`src/rtl/wb_regfile_if.sv`:
```
// MEM/WB write-back bus plus the ID-stage read ports and forwarding export of the register file.
// The master drives the pipeline and address fields. The slave (the register file) drives the data and forwarding fields.
interface wb_regfile_if;
   logic [31:0] IR_wb;
   logic [31:0] PC_plus_4_wb;
   logic [31:0] Mem_data_wb;
   logic [31:0] ALU_out_wb;
   logic        RegWrite_wb;
   logic [1:0]  RegDst_wb;
   logic [1:0]  MemtoReg_wb;
   logic [4:0]  rs_addr;
   logic [4:0]  rt_addr;
   logic [31:0] rs_data;
   logic [31:0] rt_data;
   logic        wb_en;
   logic [4:0]  wb_addr;
   logic [31:0] wb_data;
   logic [4:0]  dbg_addr;
   logic [31:0] dbg_data;

   modport master (
      output IR_wb, PC_plus_4_wb, Mem_data_wb, ALU_out_wb,
      output RegWrite_wb, RegDst_wb, MemtoReg_wb,
      output rs_addr, rt_addr, dbg_addr,
      input  rs_data, rt_data, wb_en, wb_addr, wb_data, dbg_data
   );

   modport slave (
      input  IR_wb, PC_plus_4_wb, Mem_data_wb, ALU_out_wb,
      input  RegWrite_wb, RegDst_wb, MemtoReg_wb,
      input  rs_addr, rt_addr, dbg_addr,
      output rs_data, rt_data, wb_en, wb_addr, wb_data, dbg_data
   );
endinterface

```
`src/rtl/wb_regfile.sv`:
```
// Write-back stage and 32x32 general-purpose register file.
// Read ports see same-cycle write-back data through a bypass. The debug port sees committed state only.
module wb_regfile #(
   parameter logic [31:0] SP_INIT = 32'h7fffeffc,
   parameter logic [31:0] GP_INIT = 32'h10008000
) (
   input  logic        clk,
   input  logic        reset,
   wb_regfile_if.slave bus
);
   logic [31:0] regs [0:31];
   logic [4:0]  wb_addr_sel;
   logic [31:0] wb_data_sel;
   logic        wb_en_sel;

   always_comb begin
      case (bus.RegDst_wb)
         2'b01:   wb_addr_sel = bus.IR_wb[15:11];
         2'b10:   wb_addr_sel = 5'd31;
         default: wb_addr_sel = bus.IR_wb[20:16];
      endcase
   end

   always_comb begin
      case (bus.MemtoReg_wb)
         2'b01:   wb_data_sel = bus.Mem_data_wb;
         2'b10:   wb_data_sel = bus.PC_plus_4_wb;
         default: wb_data_sel = bus.ALU_out_wb;
      endcase
   end

   // $0 is hardwired. Suppressing the enable here also keeps it out of the forwarding path.
   assign wb_en_sel   = bus.RegWrite_wb && (wb_addr_sel != 5'd0);
   assign bus.wb_en   = wb_en_sel;
   assign bus.wb_addr = wb_addr_sel;
   assign bus.wb_data = wb_data_sel;

   always_ff @(posedge clk or posedge reset) begin
      if (reset) begin
         for (int i = 0; i < 32; i++) begin
            regs[i] <= '0;
         end
         regs[28] <= GP_INIT;
         regs[29] <= SP_INIT;
      end else if (wb_en_sel) begin
         regs[wb_addr_sel] <= wb_data_sel;
      end
   end

   function automatic logic [31:0] read_port(
      input logic [4:0]  addr,
      input logic [31:0] stored,
      input logic        en,
      input logic [4:0]  waddr,
      input logic [31:0] wdata
   );
      if (addr == 5'd0) begin
         return 32'd0;
      end else if (en && (addr == waddr)) begin
         return wdata;
      end
      return stored;
   endfunction

   assign bus.rs_data  = read_port(bus.rs_addr, regs[bus.rs_addr], wb_en_sel, wb_addr_sel, wb_data_sel);
   assign bus.rt_data  = read_port(bus.rt_addr, regs[bus.rt_addr], wb_en_sel, wb_addr_sel, wb_data_sel);
   assign bus.dbg_data = (bus.dbg_addr == 5'd0) ? 32'd0 : regs[bus.dbg_addr];
endmodule

```
`src/flat_wrapper.sv`:
```
// flat-port wrapper written by rule: the top's interface ports become plain ports
module wb_regfile_flat 
#(
   parameter logic [31:0] SP_INIT = 32'h7fffeffc,
   parameter logic [31:0] GP_INIT = 32'h10008000
)
  (clk, reset, bus_IR_wb, bus_PC_plus_4_wb, bus_Mem_data_wb, bus_ALU_out_wb, bus_RegWrite_wb, bus_RegDst_wb, bus_MemtoReg_wb, bus_rs_addr, bus_rt_addr, bus_dbg_addr, bus_rs_data, bus_rt_data, bus_wb_en, bus_wb_addr, bus_wb_data, bus_dbg_data);
  wb_regfile_if bus_i ();
  input  logic clk;
  input  logic reset;
  input wire logic [$bits(bus_i.IR_wb)-1:0] bus_IR_wb;
  input wire logic [$bits(bus_i.PC_plus_4_wb)-1:0] bus_PC_plus_4_wb;
  input wire logic [$bits(bus_i.Mem_data_wb)-1:0] bus_Mem_data_wb;
  input wire logic [$bits(bus_i.ALU_out_wb)-1:0] bus_ALU_out_wb;
  input wire logic [$bits(bus_i.RegWrite_wb)-1:0] bus_RegWrite_wb;
  input wire logic [$bits(bus_i.RegDst_wb)-1:0] bus_RegDst_wb;
  input wire logic [$bits(bus_i.MemtoReg_wb)-1:0] bus_MemtoReg_wb;
  input wire logic [$bits(bus_i.rs_addr)-1:0] bus_rs_addr;
  input wire logic [$bits(bus_i.rt_addr)-1:0] bus_rt_addr;
  input wire logic [$bits(bus_i.dbg_addr)-1:0] bus_dbg_addr;
  output wire logic [$bits(bus_i.rs_data)-1:0] bus_rs_data;
  output wire logic [$bits(bus_i.rt_data)-1:0] bus_rt_data;
  output wire logic [$bits(bus_i.wb_en)-1:0] bus_wb_en;
  output wire logic [$bits(bus_i.wb_addr)-1:0] bus_wb_addr;
  output wire logic [$bits(bus_i.wb_data)-1:0] bus_wb_data;
  output wire logic [$bits(bus_i.dbg_data)-1:0] bus_dbg_data;
  assign bus_i.IR_wb = bus_IR_wb;
  assign bus_i.PC_plus_4_wb = bus_PC_plus_4_wb;
  assign bus_i.Mem_data_wb = bus_Mem_data_wb;
  assign bus_i.ALU_out_wb = bus_ALU_out_wb;
  assign bus_i.RegWrite_wb = bus_RegWrite_wb;
  assign bus_i.RegDst_wb = bus_RegDst_wb;
  assign bus_i.MemtoReg_wb = bus_MemtoReg_wb;
  assign bus_i.rs_addr = bus_rs_addr;
  assign bus_i.rt_addr = bus_rt_addr;
  assign bus_i.dbg_addr = bus_dbg_addr;
  assign bus_rs_data = bus_i.rs_data;
  assign bus_rt_data = bus_i.rt_data;
  assign bus_wb_en = bus_i.wb_en;
  assign bus_wb_addr = bus_i.wb_addr;
  assign bus_wb_data = bus_i.wb_data;
  assign bus_dbg_data = bus_i.dbg_data;
  wb_regfile #(.SP_INIT(SP_INIT), .GP_INIT(GP_INIT)) u_core (.clk(clk), .reset(reset), .bus(bus_i));
endmodule
```
`config.mk`:
```
export PLATFORM = sky130hd
export DESIGN_NAME = wb_regfile_flat
export DESIGN_NICKNAME = d
export VERILOG_FILES = /design/src/rtl/wb_regfile_if.sv /design/src/rtl/wb_regfile.sv /design/src/flat_wrapper.sv
export SDC_FILE = /design/constraint.sdc
export NUM_CORES = 2
export LEC_CHECK = 0
export CORE_ASPECT_RATIO = 2
export CORE_MARGIN = 1.5
export CORE_UTILIZATION = 26
export CTS_CLUSTER_SIZE = 14
export DETAILED_ROUTE_END_ITERATION = 7
export SKIP_CTS_REPAIR_TIMING = 1
export SYNTH_ARGS = -nofsm -noshare
export SYNTH_HDL_FRONTEND = slang
export SYNTH_SLANG_ARGS = --single-unit
```
`constraint.sdc`:
```
create_clock -name clk -period 61.8 [get_ports clk]
set_clock_uncertainty 0.1 [all_clocks]
set_input_delay 12.36 -clock clk [delete_from_list [all_inputs] [get_ports clk]]
set_output_delay 12.36 -clock clk [all_outputs]
set_load 0.01 [all_outputs]
```
==> results.cfg <==
[outcome]
status = finished clean

[floorplan]
core-area_sq_um = 241000
fp.dieW_um = 350
ios = 284
rows = 255
die_area_sq_um = 245000
die_h_um = 698
start_util_pct = 26.1

[clock_network]
cts_buffer_depth = 3
cts_tree = done
htreeDepth = 3
cts_num_sinks = 1024
cts_buffers = 101
ctsRootBufferMaster = clkbuf_16
clk_pin_slew_ps = 60
clkLatencyLatePin_ps = 720

[yosys]
synth_top_family_by_area = multiplexers
syn_inst = 5056
synth_top_area_share_pct = 39.6
yosysMostFrequentCell = nand2_1
synth-compound-area-share_pct = 9.24
synth-main-ff-cell = dfrtp_1
syn_nets = 5211
synthXorXnorAreaFrac_pct = 0.0279
synth_area_leader_cell = dfrtp_1
synth_edf_count = 0
netlist_area_sq_um = 62800
muxShareOfSynthArea_pct = 38.0
yosys.area_share.simple_pct = 7.54
synth_warnings = 0
synthTopCellsByCount = nand2_1, dfrtp_1, mux4_2
yosys-top-cells-area = dfrtp_1, mux4_2, o21ai_0, nand2_1, clkbuf_1
seq_area_frac_synth_pct = 40.9
synth-seq-cells = 1024
async_reset_ff_share_pct = 100
synthAdderAreaFrac_pct = 0.0996
synth_area_per_cell_sq_um = 12.4
netlist-cell-type-count = 65

[worst_setup_path]
path_class = in -> out
worstPathMaxFanout = 39
critPathMaxStageDelay_ps = 920
path_cells = clkdlybuf4s50_1 -> inv_1 -> ha_1 -> nor2b_1 -> nor3_1 -> nor4b_1 -> nand4_4 -> buf_4 -> o21ai_0 -> clkdlybuf4s50_1
crit_slowest_cell = o21ai_0
r2r-start = u_core.regs[67]
critPathLaunchType = primary input
endpoint_kind = output pin
cp.required_ps = 49340
crit_start = bus_RegDst_wb[0]
cp_common_cell = clkdlybuf4s50_1
worst_ep_arrival_time_ps = 17560

[power_and_ir_drop]
power.density_nw_per_um2 = 37.2
internal-power_uw = 1780
clockPowerShare_pct = 25.3
switching_share_pct = 33.5
cellLeakagePower_uw = 0.0285
p_seq_share_pct = 41.2
power.switching_uw = 893
peakVddDrop_mv = 0.0238
p_comb_share_pct = 33.4

[drt]
vias = 47000
top_layer_used = met5
wl_met3_mm = 26.3
wl_met2_mm = 117
viasPerCell = 5.67
dr.pass1.iters = 6
wl_met1_mm = 85.9
avgRoutedWirePerCell_um = 29.4
route.detailed.drc = 0
drt_iter0_drc = 5222
ant_nets = 0
drt_wl_total_mm = 244

[sta]
rsz0062_at_grt = no
period_share_pct = 48.6
hold_violations = 0
setup_tns_ps = 0
hold_ws_ps = 317
slew_violations = 0
finalSetupViolations = 0
relSlewSlack_pct = 15.2
fmax_mhz = 33.3
fin_crit_ps = 30020
worst_pin_slew_ps = 1270

[final_layout]
regMostFlops = u_core.regs
nFillCells = 24400
largest_reg_flops = 1024
fin_nets = 5146
final_core_util_pct = 29.8
fin_cells = 8289
drive_above_1_share_pct = 29.9
reg_top3 = u_core.regs (1024)
syn2layout_area_growth_pct = 14.3

[min_path]
hp-start = u_core.regs[1016]
min_path_type = reg -> reg

[place]
io_buffer_count = 261
routabilityCongestion = 0.842
dp_cells = 8100
place_hpwl_mm = 148

[global_route]
track_usage_pct = 19.8
grt_overflow = 0
antenna_found_initial = 16
grt_pass1_vias = 48100
grt_max_degree = 134
grt_first_pass_wirelength_mm = 350

[flow_run]
max-cap-violations = 0
==> cell families (layout without fill, tap and decap cells) <==
family,after synthesis,count (layout)
simple gates,1187,1187
mux,1172,1172
compound gates,1068,1068
flops,1024,1024
buf+inv,598,616
fa+ha+maj,5,5
xor+xnor,2,2
other cells,0,3
==> layer usage <==
metal	track usage (%)	up-vias
li1	-	18900
met1	23.8	24600
met2	32.2	2728
met3	5.33	703
met4	10.4	14
met5	0	-
==> critical path, delay by kind of cell <==
| kind | cells | cell delay, ps |
|---|---|---|
| AO/OA/AOI/OAI | 1 | 920 |
| adder cells (fa/ha/maj) | 1 | 650 |
| buffers and inverters | 4 | 1850 |
| AND/OR/NAND/NOR | 4 | 1700 |
==> metrics by stage <==
stage	setup WS, ps	total power, uW	area (sq um)
6_report	31780	2670	71800
5_1_grt	31500	2790	71800
3_5_place_dp	31760	2000	68200
2_1_floorplan	20570	1670	62800
3_3_place_gp	31810	1940	68200
4_1_cts	31720	2670	71800
==> cell usage in the layout, fill, tap and decap left out, drive strengths merged, types with 27 or more instances in the layout <==
master         count
o21ai            862
buf              136
clkbuf           146
nand3             32
dfstp             30
nand2           1019
clkdlybuf4s50    246
mux2i             54
o21a              32
o22ai             27
inv               49
a22oi             34
mux2             197
a21oi             67
nor2              77
mux4             921
dfrtp            994
==> final cells by class <==
type                       instances  area, sq um  share of cell area (%)
sequential                      1024        25700                    35.8
tap                             3212         4020                    5.60
inverter                          48          190                   0.265
clock inverter                    40          568                   0.792
antenna                            3         7.51                  0.0105
multi-input combinational       3434        34700                    48.4
clock buffer                     146         2990                    4.17
timing repair buffer             382         3580                    4.98
==> final timing paths <==
kind	cells past startpoint	slack [ps]	endpoint
max reg2reg	2	60850	u_core.regs[67]
min	0	320	u_core.regs[1016]
max	10	31780	bus_rs_data[14]
min reg2reg	0	320	u_core.regs[1016]
max in group asynchronous	4	46960	u_core.regs[340]
min in group asynchronous	2	12100	u_core.regs[644]
==> power by group through the flow <==
stage / logic, uW / registers (uW) / clock network, uW
2_1_floorplan: 628 / 1040 / 0
3_3_place_gp: 872 / 1070 / 0
3_5_place_dp: 892 / 1100 / 0
4_1_cts: 895 / 1090 / 683
5_1_grt: 957 / 1130 / 708
6_report: 892 / 1100 / 676
(Power assumes the default switching activity.)
